### src/rtl/enc_pkg.sv
`default_nettype none
// +----------------------------------------------------------------------+
// | enc_pkg                                                              |
// | Shared constants, per-channel action encoding and width helper.      |
// | Rev 1.0                                                              |
// +----------------------------------------------------------------------+
package enc_pkg;

  localparam int C_DIV_DEFAULT        = 100;
  localparam int C_STABLE_CNT_DEFAULT = 4;

  // What a channel does with its stability counter on a given cycle
  typedef enum logic [1:0] {
    ACT_HOLD   = 2'd0,
    ACT_CLEAR  = 2'd1,
    ACT_COUNT  = 2'd2,
    ACT_ACCEPT = 2'd3
  } ch_act_e;

  function automatic int clog2(input int unsigned value);
    int result;
    result = 0;
    for (int i = 0; i < 32; i++) begin
      if ((64'd1 << i) < 64'(value)) result = i + 1;
    end
    return result;
  endfunction

endpackage
`default_nettype wire

### src/rtl/enc_debounce_ch.sv
`default_nettype none
// +----------------------------------------------------------------------+
// | enc_debounce_ch                                                      |
// | One input channel: 2-flop synchronizer, stability counter, edges.    |
// | Rev 1.0                                                              |
// +----------------------------------------------------------------------+
module enc_debounce_ch
  import enc_pkg::*;
#(
  parameter int STABLE_CNT = C_STABLE_CNT_DEFAULT
) (
  input  logic clk,
  input  logic rst,
  input  logic tick,
  input  logic din,
  output logic dout,
  output logic rise,
  output logic fall
);

  localparam int            CW     = clog2(STABLE_CNT + 1);
  localparam logic [CW-1:0] C_LAST = CW'(STABLE_CNT - 1);

  logic          meta_q;
  logic          sync_q;
  logic [CW-1:0] cnt_q;
  logic [CW-1:0] cnt_d;
  logic          dout_q;
  logic          dout_d;
  logic          rise_q;
  logic          rise_d;
  logic          fall_q;
  logic          fall_d;
  ch_act_e       w_act;

  always_ff @(posedge clk or posedge rst) begin
    if (rst) begin
      meta_q <= 1'b0;
      sync_q <= 1'b0;
    end else begin
      meta_q <= din;
      sync_q <= meta_q;
    end
  end

  // A sample matching the current output restarts qualification
  always_comb begin
    w_act = ACT_HOLD;
    if (tick) begin
      if (sync_q == dout_q) begin
        w_act = ACT_CLEAR;
      end else if (cnt_q == C_LAST) begin
        w_act = ACT_ACCEPT;
      end else begin
        w_act = ACT_COUNT;
      end
    end
  end

  always_comb begin
    cnt_d  = cnt_q;
    dout_d = dout_q;
    rise_d = 1'b0;
    fall_d = 1'b0;
    case (w_act)
      ACT_CLEAR: begin
        cnt_d = '0;
      end
      ACT_COUNT: begin
        cnt_d = cnt_q + 1'b1;
      end
      ACT_ACCEPT: begin
        cnt_d  = '0;
        dout_d = sync_q;
        rise_d = sync_q;
        fall_d = ~sync_q;
      end
      default: begin
      end
    endcase
  end

  always_ff @(posedge clk or posedge rst) begin
    if (rst) begin
      cnt_q  <= '0;
      dout_q <= 1'b0;
      rise_q <= 1'b0;
      fall_q <= 1'b0;
    end else begin
      cnt_q  <= cnt_d;
      dout_q <= dout_d;
      rise_q <= rise_d;
      fall_q <= fall_d;
    end
  end

  assign dout = dout_q;
  assign rise = rise_q;
  assign fall = fall_q;

endmodule
`default_nettype wire

### src/rtl/enc_debounce_multi.sv
`default_nettype none
// +----------------------------------------------------------------------+
// | enc_debounce_multi                                                   |
// | Multi-channel debouncer: shared sample prescaler + per-channel cores.|
// | Rev 1.0                                                              |
// +----------------------------------------------------------------------+
module enc_debounce_multi
  import enc_pkg::*;
#(
  parameter int N_CH       = 2,
  parameter int DIV        = C_DIV_DEFAULT,
  parameter int STABLE_CNT = C_STABLE_CNT_DEFAULT
) (
  input  logic            clk,
  input  logic            rst,
  input  logic            en,
  input  logic [N_CH-1:0] din,
  output logic [N_CH-1:0] dout,
  output logic [N_CH-1:0] rise,
  output logic [N_CH-1:0] fall,
  output logic            tick
);

  localparam int            PW        = (DIV > 1) ? clog2(DIV) : 1;
  localparam logic [PW-1:0] C_PS_LAST = PW'(DIV - 1);

  logic [PW-1:0] ps_q;
  logic [PW-1:0] ps_d;
  logic          w_wrap;
  logic          w_tick;

  // Gating with rst keeps tick low during reset even when DIV=1
  always_comb begin
    w_wrap = (ps_q == C_PS_LAST);
    w_tick = en && w_wrap && !rst;
    ps_d   = ps_q;
    if (en) begin
      ps_d = w_wrap ? '0 : ps_q + 1'b1;
    end
  end

  always_ff @(posedge clk or posedge rst) begin
    if (rst) begin
      ps_q <= '0;
    end else begin
      ps_q <= ps_d;
    end
  end

  assign tick = w_tick;

  generate
    for (genvar i = 0; i < N_CH; i++) begin : g_ch
      enc_debounce_ch #(
        .STABLE_CNT(STABLE_CNT)
      ) u_ch (
        .clk (clk),
        .rst (rst),
        .tick(w_tick),
        .din (din[i]),
        .dout(dout[i]),
        .rise(rise[i]),
        .fall(fall[i])
      );
    end
  endgenerate

endmodule
`default_nettype wire

### config.mk
export PLATFORM = sky130hd
export DESIGN_NAME = enc_debounce_multi
export DESIGN_NICKNAME = d
export VERILOG_FILES = /design/src/rtl/enc_pkg.sv /design/src/rtl/enc_debounce_ch.sv /design/src/rtl/enc_debounce_multi.sv
export SDC_FILE = /design/constraint.sdc
export NUM_CORES = 1
export LEC_CHECK = 0
export CAP_MARGIN = 20
export CORE_MARGIN = 2
export CORE_UTILIZATION = 36
export CTS_CLUSTER_SIZE = 16
export DETAILED_ROUTE_END_ITERATION = 16
export PLACE_DENSITY_LB_ADDON = 0.1
export SLEW_MARGIN = 20
export SYNTH_ARGS = -nofsm -noshare
export SYNTH_HDL_FRONTEND = slang
export SYNTH_SLANG_ARGS = --single-unit
export TNS_END_PERCENT = 10
### constraint.sdc
create_clock -name clk -period 1.6 [get_ports clk]
set_clock_uncertainty 0.05 [all_clocks]
set_input_delay 0.16 -clock clk [delete_from_list [all_inputs] [get_ports clk]]
set_output_delay 0.16 -clock clk [all_outputs]
set_load 0.05 [all_outputs]
# Yosys cells after proc, flatten, opt, wreduce, memory -nomap -nowiden
# Index checks and enable logic that the tools add are counted.
# word_totals
register_bits	23
latchBits	0
ramBits	0
romBits	0
input_bits	5
output_inout_bits	7
word_cells	49
mem_count	0
# classes
add_sub_neg	3
n_mul	0
div_mod_pow	0
order_cmp	0
n_eq_ne	11
shift	0
n_mux	13
bitwise	2
reduce_logical	7
# op_table
op	count
$pmux W3 S2	2
$eq A2 B2 Y1 const B	4
$mux W2	4
$add A7 B1 Y7 const B	1
$eq A7 B7 Y1 const B	1
$mux W7	1
$add A3 B1 Y3 const B	2
$eq A3 B2 Y1 const B	2
$mux W1	6
$eq A2 B1 Y1 const B	2
$reduce_bool A2 Y1	2
$reduce_or A2 Y1	2
$eq A1 B1 Y1	2
$logic_and A1 B1 Y1	2
$not A1 Y1	2
$logic_not A1 Y1	1

# Longest topological paths before layout
# logic_depth
depth_word	7
ltp_mapped	5

# Modules after synthesis
# From an unflattened synthesis, not the netlist that was laid out.
# hier_totals
hier_cells	85
hier_area_um2	1008.5
# by_module_without_submodules
module	instances	cells_per_inst	area_per_inst_um2
enc_debounce_ch	2	25	321.6
enc_debounce_multi	1	35	365.4

# Least setup slack after synthesis
# Ideal clock, no wire load.
# synth_timing
path_type	register to register
from	register ps_q[0]
to	register g_ch[1].u_ch.rise_q
setup_time_ps	75
arrival_ps	2594
setup_slack_ps	-1119
stages_incl_launch_ff	5
path_buffers	0
period_less_slack_ps	2719
cell_sequence	dfrtp_1 ha_1 nand2_1 nor4_1 and4b_1
# synth_via
elab_chain_len	6
# synth_lines
item	line	source
start, declared	enc_debounce_multi.sv:27	logic [PW-1:0] ps_q;
start signal, assigned	enc_debounce_multi.sv:46	ps_q <= ps_d;
$eq A7 B7 Y1	enc_debounce_multi.sv:34	w_wrap = (ps_q == C_PS_LAST);
$logic_and A1 B1 Y1 (2 in series)	enc_debounce_multi.sv:35	w_tick = en && w_wrap && !rst;
via tick	enc_debounce_multi.sv:21	output logic tick
$mux W2	enc_debounce_ch.sv:49	if (tick) begin
$eq A2 B2 Y1	enc_debounce_ch.sv:65	case (w_act)
$mux W1	enc_debounce_ch.sv:65	
via g_ch[1].u_ch.rise_d	enc_debounce_ch.sv:31	logic rise_d;
end signal, assigned	enc_debounce_ch.sv:92	rise_q <= rise_d;
end, declared	enc_debounce_ch.sv:30	logic rise_q;
# The timed path passes the listed nets, and every way through them passes these cells.
# A chain may end at the register's enable or synchronous reset.

# Final worst setup path
# layout_timing
from	register ps_q[0]
to	output tick
# layout_via
elab_chain_len	3
# layout_lines
item	line
$eq A7 B7 Y1	enc_debounce_multi.sv:34
$logic_and A1 B1 Y1 (2 in series)	enc_debounce_multi.sv:35
end, declared	enc_debounce_multi.sv:21
# Every way passes these cells.

==> run summary <==
Slew of the pin with the lowest slew margin = 0.315 ns
Clock Path Buffers = 2
Ports = 12
Gr ovfl total = 0
EDFF count, synth = 0
Fin crit period = 1.70 ns
RR Endpoint = g_ch[1].u_ch.cnt_q[0]
Top_reg_cell synth = dfrtp_1
Post-Syn Area = 1120 sq um
Most common cell after layout, fill and taps aside = buf_4
Largest net degree at the start of global routing = 17
Syn Nets = 99
Netlist cell types = 27
CP Data Arrival Time = 1.49 ns
Final worst setup slack = -0.102 ns
Clk sinks = 23
Clock-pin slew on the worst setup and hold paths = 0.12 ns
Count of final max-slew check failures = 0
Antenna-violating nets left = 0
First-pass GRT wire length = 3150 microns
Failing checks = negative setup slack
P&R area growth vs syn = 29.1%
Post-Layout Cell Count = 152
Die ar. = 3590 sq um
Run status = complete, but fails checks
Critical Path Max Stage Delay = 0.37 ns
DR iter-0 viols = 12
DRT Wirelength = 1790 microns
Gate Count Post-Synth = 89
Antenna cell count = 0
Unrepaired setup endpoints after global routing = yes
Final hold vios = 0
Post-synthesis sequential area ratio = 51.2%
Async SR Flop Fraction = 100%
Crit. End Element = output port
Cell breakdown of the critical path = ha_2 > buf_6 > nand2_4 > nor4_4 > buf_12
Chip width = 59.9 microns
Layout cells sized above 1 = 40.3%
Die height = 59.9 microns
Clock latency on the worst-skew pair = 0.30 ns
Overall power = 1540 uW
HPWL after detailed placement = 1400 microns
Via density = 4.68
Initial antenna violation count = 0
Post-route DRC = 0
Critical path launch point type = flip-flop
Critical Path RT = 1.39 ns
CTS tree = built
CTS Root Buffer Type = clkbuf_4
Reg2reg path depth = 5
Finish-stage setup viols = 1
P per Cell Area = 1060 nW/um^2
Layout net count = 130
Starting density of the core = 37.5%
Placed insts = 142
Std-Cell Rows = 20
Most frequent cells in the layout = buf_4 (28), dfrtp_1 (23), xnor2_1 (6), mux2_4 (6), nor3_1 (5)
Synth Warn # = 0
Pre-antenna DRT Iters = 4
Post-synthesis register bit count = 23
Via count = 712
RePlAce Congestion = 0.829
Routed WL per cell = 11.8 microns
CP max FO = 2
Fillers = 270
HP Class = in -> async
FMAX = 588 MHz
R2r setup slk = 0.01 ns
Core box area = 3000 sq um
Mapped Avg Cell Area = 12.6 sq um
Critical-path top delay cell = dfrtp_1
Num CTS Buffers = 3
VDD IR max = 688 uV
Setup CP Type = reg -> out
Max_cap viols = 0
Htree depth = 1
Number of port buffers = 11
Total track usage = 11.8%
Vias in the first global route = 700
Slew HR = 78.9%
Leak = 0.000684 uW
Worst R2R Start = ps_q[2]
Crit share post-route = 106%
-- critical path: cells and delay by family, from the launching register on --
family        cells  cell delay [ns]
buf+inv           2             0.28
simple gates      2             0.35
fa+ha+maj         1             0.19
flops             1             0.37
-- repair_timing --
action                                 CTS  global route
gates cloned                             0             0
setup buffers                            5             0
pin swaps                                3             2
endpoints found under the hold margin    1             0
setup endpoints to repair                1             8
hold buffers                             1             0
resized for setup                        4             1
-- through the flow --
| step | cell area (sq um) | hold WS (ns) | TNS [ns] | setup slack [ns] | util, % |
|---|---|---|---|---|---|
| 2_1_floorplan | 1140 | 0.134 | -0.217 | -0.114 | - |
| 3_3_place_gp | 1350 | 0.282 | -0.0777 | -0.0168 | 44.9 |
| 3_5_place_dp | 1350 | 0.286 | -0.0697 | -0.0188 | 44.9 |
| 4_1_cts | 1440 | 0.175 | -0.214 | -0.156 | 47.8 |
| 5_1_grt | 1450 | 0.211 | -0.526 | -0.202 | 48.4 |
| 6_report | 1450 | 0.201 | -0.102 | -0.102 | 48.4 |
-- logic make-up (layout without fill, tap and decap cells) --
family          Yosys count  count (layout)  synth area share (%)
buf+inv                  13              43                  7.79
fa+ha+maj                 5               5                  5.56
compound gates            5               5                  2.78
xor+xnor                  6               6                  4.67
mux                       9               9                  11.0
simple gates             28              28                  17.0
flops                    23              23                  51.2
-- sequential cells by signal, summed over array words and instances, names as in the netlist --
signal	flops
g_ch.u_ch.fall	2
g_ch.u_ch.cnt_q	6
g_ch.u_ch.rise	2
g_ch.u_ch.meta_q	2
g_ch.u_ch.sync_q	2
g_ch.u_ch.dout	2
ps_q	7
-- cell type report --
type                            count  area (sq um)  area share (%)
Sequential cell                    23           576            39.6
Clock buffer                        4          26.3            1.81
Timing Repair Buffer               35           292            20.1
Multi-Input combinational cell     53           503            34.6
Inverter                            4          15.0            1.03
Tap cell                           33          41.3            2.84
-- synth_stat cells, types with 3 or more instances --
master	number	area share, %
ha_1	5	5.6
inv_1	4	1.3
nand4_1	4	2.2
dfrtp_1	23	51
nand2_1	3	1.0
nor3b_1	4	2.7
nor3_1	5	2.2
mux2_2	3	3.0
mux2_4	6	8.0
buf_4	6	4.0
xnor2_1	6	4.7
-- per-layer routing --
| metal | GRT usage [%] | up-vias | routed length [microns] |
|---|---|---|---|
| met1 | 16.4 | 331 | 878 |
| met2 | 17.9 | 9 | 845 |
| met3 | 1.95 | 3 | 47 |
| met5 | 0 | - | 0 |
| li1 | - | 369 | - |
| met4 | 5.71 | 0 | 18 |
-- where the power goes --
part / leakage, uW / switching [uW] / internal (uW) / total [uW]
Sequential: 0.000300 / 67.8 / 664 / 731
Clock: 0.0000150 / 161 / 97.2 / 258
Combinational: 0.000369 / 238 / 316 / 555
Total: 0.000684 / 467 / 1080 / 1540
-- worst max path at each step --
stage,from,endpoint,slack [ns]
floorplan,ps_q[0],g_ch[1].u_ch.rise,-0.11
global placement,en,g_ch[0].u_ch.cnt_q[1],-0.02
detailed placement,en,g_ch[1].u_ch.cnt_q[0],-0.02
CTS,ps_q[1],tick,-0.16
global route,ps_q[1],tick,-0.20
finish,ps_q[0],tick,-0.10
No activity file was read; power rests on OpenSTA's default activity.
==> patch 1: new RTL, same settings <==
The package constant `C_DIV_DEFAULT` goes from 100 to 150.
--- a/src/rtl/enc_pkg.sv
+++ b/src/rtl/enc_pkg.sv
@@ -6,7 +6,7 @@
 // +----------------------------------------------------------------------+
 package enc_pkg;
 
-  localparam int C_DIV_DEFAULT        = 100;
+  localparam int C_DIV_DEFAULT        = 150;
   localparam int C_STABLE_CNT_DEFAULT = 4;
 
   // What a channel does with its stability counter on a given cycle
Check against the original RTL: no difference found for any inputs over 10 cycles, from zero or initial values and one cycle with rst high; that may be too few to reach the edited logic, so the function may still have changed.
==> patch 1 against the unedited design <==
Wire length increased by 15%; largest cell class unchanged; synthesized area increased by 5.9%; sequential cell count increased by 1; the flow still finishes with violations (setup timing); setup slack got worse by 0.080 ns; total power is 26% higher; first-iteration DRC count increased by 67%; final area up 4.4%; critical path type unchanged.
==> patch 1: results (changes against the unedited design) <==
[detailed_routing]
routed_wl_mm = 2.05  ; +15%
drt_iter0_markers = 20  ; +8
vias = 793  ; +11%

[cells_and_area]
stdcell_count = 167  ; +9.9%
drive_gt1_share_pct = 35.8  ; -4.6 points
fillers = 302  ; +12%
reg_top3 = ps_q x8, g_ch.u_ch.cnt_q x6
nets = 135  ; +3.8%

[synthesis]
synthAdderAreaFrac_pct = 6.30  ; +0.74 points
syn-num-nets = 108  ; +9.1%
synth_compound_area_share_pct = 3.99  ; +1.2 points
ys_seq_area_share_pct = 50.4  ; -0.75 points
ys_top_cells_by_area = dfrtp_1 (50%), mux2_2 (7.6%), ha_1 (6.3%), buf_4 (3.8%), nor3b_1 (3.8%)
yosysUniqueCellTypes = 26  ; -3.7%
muxShareOfSynthArea_pct = 8.40  ; -2.6 points
synthTopCellsByCount = dfrtp_1 (24), mux2_2 (8), buf_4 (6), ha_1 (6), nor3b_1 (6)
syn_inst = 97  ; +9.0%
synth_xor_area_share_pct = 4.41  ; -0.26 points

[power_and_ir_drop]
leakage_nw = 0.694  ; +1.6%
p_sw_mw = 0.600  ; +29%
peakVddDrop_mv = 0.630  ; -8.4%
p_sw_share_pct = 30.9  ; +0.63 points
comb-power_mw = 0.688  ; +24%
powerClk_mw = 0.438  ; +70%

[outcome]
outcome = finished with violations
violations = setup timing

[worst_setup_path]
cp-endpoint = tick
rr_endpoint = g_ch[1].u_ch.cnt_q[2]
crit_path_max_incr_delay_ns = 0.42  ; +0.05 ns
cp_top_family = buffers and inverters
r2r_start = ps_q[1]
critPathArrivalTime_ns = 1.57  ; +0.08 ns
reg2reg_slack_ns = -0.07  ; -0.08 ns

[timing]
tns_ns = -0.600  ; -0.499 ns
setup_viol = 7  ; +6
whs_ns = 0.224  ; +0.0234 ns
setup_ws_ns = -0.181  ; -0.0799 ns
relSlewSlack_pct = 76.3  ; -2.5 points

[min_path]
min_path_type = in2reg

[clock_network]
cts_setup_buffers = 3  ; -2
cts.repair.resized = 5  ; +1
cts.clk_slew.worst_paths_ns = 0.14  ; +0.02 ns

[grt]
grt_use_total_pct = 13.6  ; +1.8 points
grt_max_degree = 19  ; +2

[placement]
dpl.hpwl_mm = 1.51  ; +8.0%
dp.cells = 160  ; +13%
place.gp.congestion = 0.675  ; -19%
dpl-instance-area_mm2 = 0.00142  ; +5.0%

[patch 1: changes by cell type after synthesis, moves of 2 or more]
cell,delta
and4b_1,-2
mux2_2,+5
mux2_4,-6
nand3_1,+3
nor2_1,+2
nor2b_1,+2
nor3b_1,+2
xnor2_1,-2
xor2_1,+2
[patch 1: layer usage]
metal,vias to the layer above,share of wire [%],GRT usage (%)
li1,394,-,-
met1,385,51,20.1
met2,12,44,19.5
met3,2,3.6,3.78
met4,0,0.88,3.65
met5,-,0,0
[patch 1: final cells by class]
type / instances / area (µm²) / share of cell area [%]
sequential: 24 / 601 / 39.6
clock inverter: 1 / 30.0 / 1.98
tap: 44 / 55.1 / 3.63
inverter: 5 / 18.8 / 1.24
timing repair buffer: 30 / 268 / 17.7
clock buffer: 3 / 22.5 / 1.49
multi-input combinational: 60 / 522 / 34.4
==> patch 2: new RTL, same settings <==
Made on the original files. Register the output `fall`, with the module's reset; this adds one clock of latency there. The other outputs are not delayed to match.
--- a/src/rtl/enc_debounce_multi.sv
+++ b/src/rtl/enc_debounce_multi.sv
@@ -23,6 +23,8 @@
 
   localparam int            PW        = (DIV > 1) ? clog2(DIV) : 1;
   localparam logic [PW-1:0] C_PS_LAST = PW'(DIV - 1);
+
+  logic [N_CH-1:0] fall_c;
 
   logic [PW-1:0] ps_q;
   logic [PW-1:0] ps_d;
@@ -60,11 +62,19 @@
         .din (din[i]),
         .dout(dout[i]),
         .rise(rise[i]),
-        .fall(fall[i])
+        .fall(fall_c[i])
       );
     end
   endgenerate
 
+  always_ff @(posedge clk or posedge rst) begin
+    if (rst) begin
+      fall <= '0;
+    end else begin
+      fall <= fall_c;
+    end
+  end
+
 endmodule
 `default_nettype wire
 
Behaviour: same outputs for any inputs over 10 cycles, from zero or initial values and one cycle with rst high; that may be too few to reach the edited logic, so the function may still have changed.
==> patch 2 against the unedited design <==
The run still ends with setup timing left; sequential share of layout area rose by 3.8 points; utilization fell by 0.77 points; maximum frequency fell by 11%; sequential power rose by 3.3%; final area shrank 0.78%; synthesized area is 1.4% higher; sequential cell count is 2 higher; total power decreased by 5.7%; combinational power fell by 22%; setup slack got worse by 0.21 ns; die area increased by 1.4%; wire length grew 7.8%; largest power group unchanged; highest routed layer unchanged.
==> patch 2: results (changes against the unedited design) <==
[power_and_ir_drop]
peakVddDrop_mv = 0.485  ; -30%
seqPwrFrac_pct = 51.8  ; +4.4 points
power_mw = 1.46  ; -5.7%
leakage_nw = 0.660  ; -3.5%
p_sw_mw = 0.419  ; -10%
power_frac_comb_pct = 29.7  ; -6.2 points

[synthesis]
yosys_warnings = 0  ; unchanged
ys_top_cells_by_area = dfrtp_1 (55%), ha_1 (5.5%), xnor2_1 (3.8%), a22o_1 (3.1%), buf_6 (3.0%)
ys_seq_area_share_pct = 54.8  ; +3.7 points
ys_async_sr_fraction_pct = 100  ; unchanged
synthTopCellsByCount = dfrtp_1 (25), inv_1 (8), ha_1 (5), xnor2_1 (5)
syn_inst = 90  ; +1.1%
syn-num-nets = 100  ; +1.0%
yosysUniqueCellTypes = 30  ; +11%

[cells_and_area]
n_antenna_cell = 0  ; unchanged
nets = 126  ; -3.1%
fillers = 280  ; +3.7%
drive_gt1_share_pct = 37.4  ; -2.9 points
stdcell_count = 159  ; +4.6%

[timing]
tns_ns = -2.18  ; -2.08 ns
tightest_slew_ns = 0.323  ; +0.00833 ns
setup_ws_ns = -0.307  ; -0.206 ns
final_hold_viol_count = 0  ; unchanged
setup_viol = 14  ; +13

[outcome]
violations = setup timing
outcome = finished with violations

[grt]
grt_use_total_pct = 12.6  ; +0.75 points
met2_usage_pct = 21.3  ; +3.4 points
grt_pass1_wl_mm = 3.42  ; +8.8%
grt_antenna_before_repair = 0  ; unchanged
grt_pass1_vias = 796  ; +14%
grt_use_met1_pct = 15.8  ; -0.57 points
grt_max_degree = 26  ; +9

[detailed_routing]
routed_wl_mm = 1.93  ; +7.8%
top_layer = met4
drt_iter0_markers = 1  ; -11
wl_met1_um = 941  ; +7.2%
vias = 749  ; +5.2%
wl_met3_um = 40  ; -15%
dr.pass1.iters = 2  ; -2
wl_met2_um = 924  ; +9.3%

[placement]
portBuffers = 11  ; unchanged
dp_slack_ns = -0.209  ; -0.190 ns
dpl.hpwl_mm = 1.42  ; +1.4%
place.gp.congestion = 0.809  ; -2.5%
dp.cells = 152  ; +7.0%

[clock_network]
cts.clk_slew.worst_paths_ns = 0.13
clk_latency_ns = 0.31
clk_root_buffer_cell = clkbuf_4
postCtsHoldBufs = 0  ; -1
cts.repair.resized = 4  ; unchanged
cts_buffers = 3  ; unchanged
cts_setup_buffers = 3  ; -2

[min_path]
min_path_type = in2reg

[worst_setup_path]
critPathArrivalTime_ns = 1.70  ; +0.21 ns

patch 2: cell count changes after synthesis, sizes merged, moves of 3 or more:
cell and delta:
mux2 -4, nor3 -3, inv +5, a22o +4
patch 2: cells by family (layout without fill, tap and decap cells):
| logic type | Yosys count | after routing | share of synthesized area, % |
|---|---|---|---|
| adder cells (fa/ha/maj) | 5 | 5 | 5.48 |
| AO/OA/AOI/OAI | 10 | 10 | 7.24 |
| buffers and inverters | 17 | 42 | 8.88 |
| multiplexers | 5 | 5 | 5.59 |
| AND/OR/NAND/NOR | 23 | 23 | 14.1 |
| flip-flops | 25 | 25 | 54.8 |
| XOR/XNOR | 5 | 5 | 3.84 |
patch 2: layout make-up:
type / instances / area, µm² / share of cell area, %
Multi-Input combinational cell: 48 / 455 / 31.6
Tap cell: 44 / 55.1 / 3.82
Clock buffer: 4 / 26.3 / 1.82
Sequential cell: 25 / 626 / 43.4
Timing Repair Buffer: 29 / 240 / 16.7
Inverter: 9 / 38.8 / 2.69
patch 2: path summary, 6_finish.rpt:
| kind | start | endpoint | slack (ns) | depth (start not counted) |
|---|---|---|---|---|
| min in group asynchronous | rst | ps_q[3] | 0.34 | 4 |
| max reg2reg | ps_q[2] | g_ch[1].u_ch.dout | -0.20 | 4 |
| min | din[0] | g_ch[0].u_ch.meta_q | 0.23 | 1 |
| max in group asynchronous | rst | g_ch[1].u_ch.cnt_q[1] | 0.92 | 4 |
| min reg2reg | g_ch[1].u_ch.meta_q | g_ch[1].u_ch.sync_q | 0.32 | 0 |
| max | ps_q[2] | tick | -0.31 | 4 |
patch 2: critical path: stages, from the launching register on:
cell,delay [ns]
dfrtp_1,0.40
or4b_4,0.54
or2_4,0.27
clkinv_4,0.06
buf_12,0.12
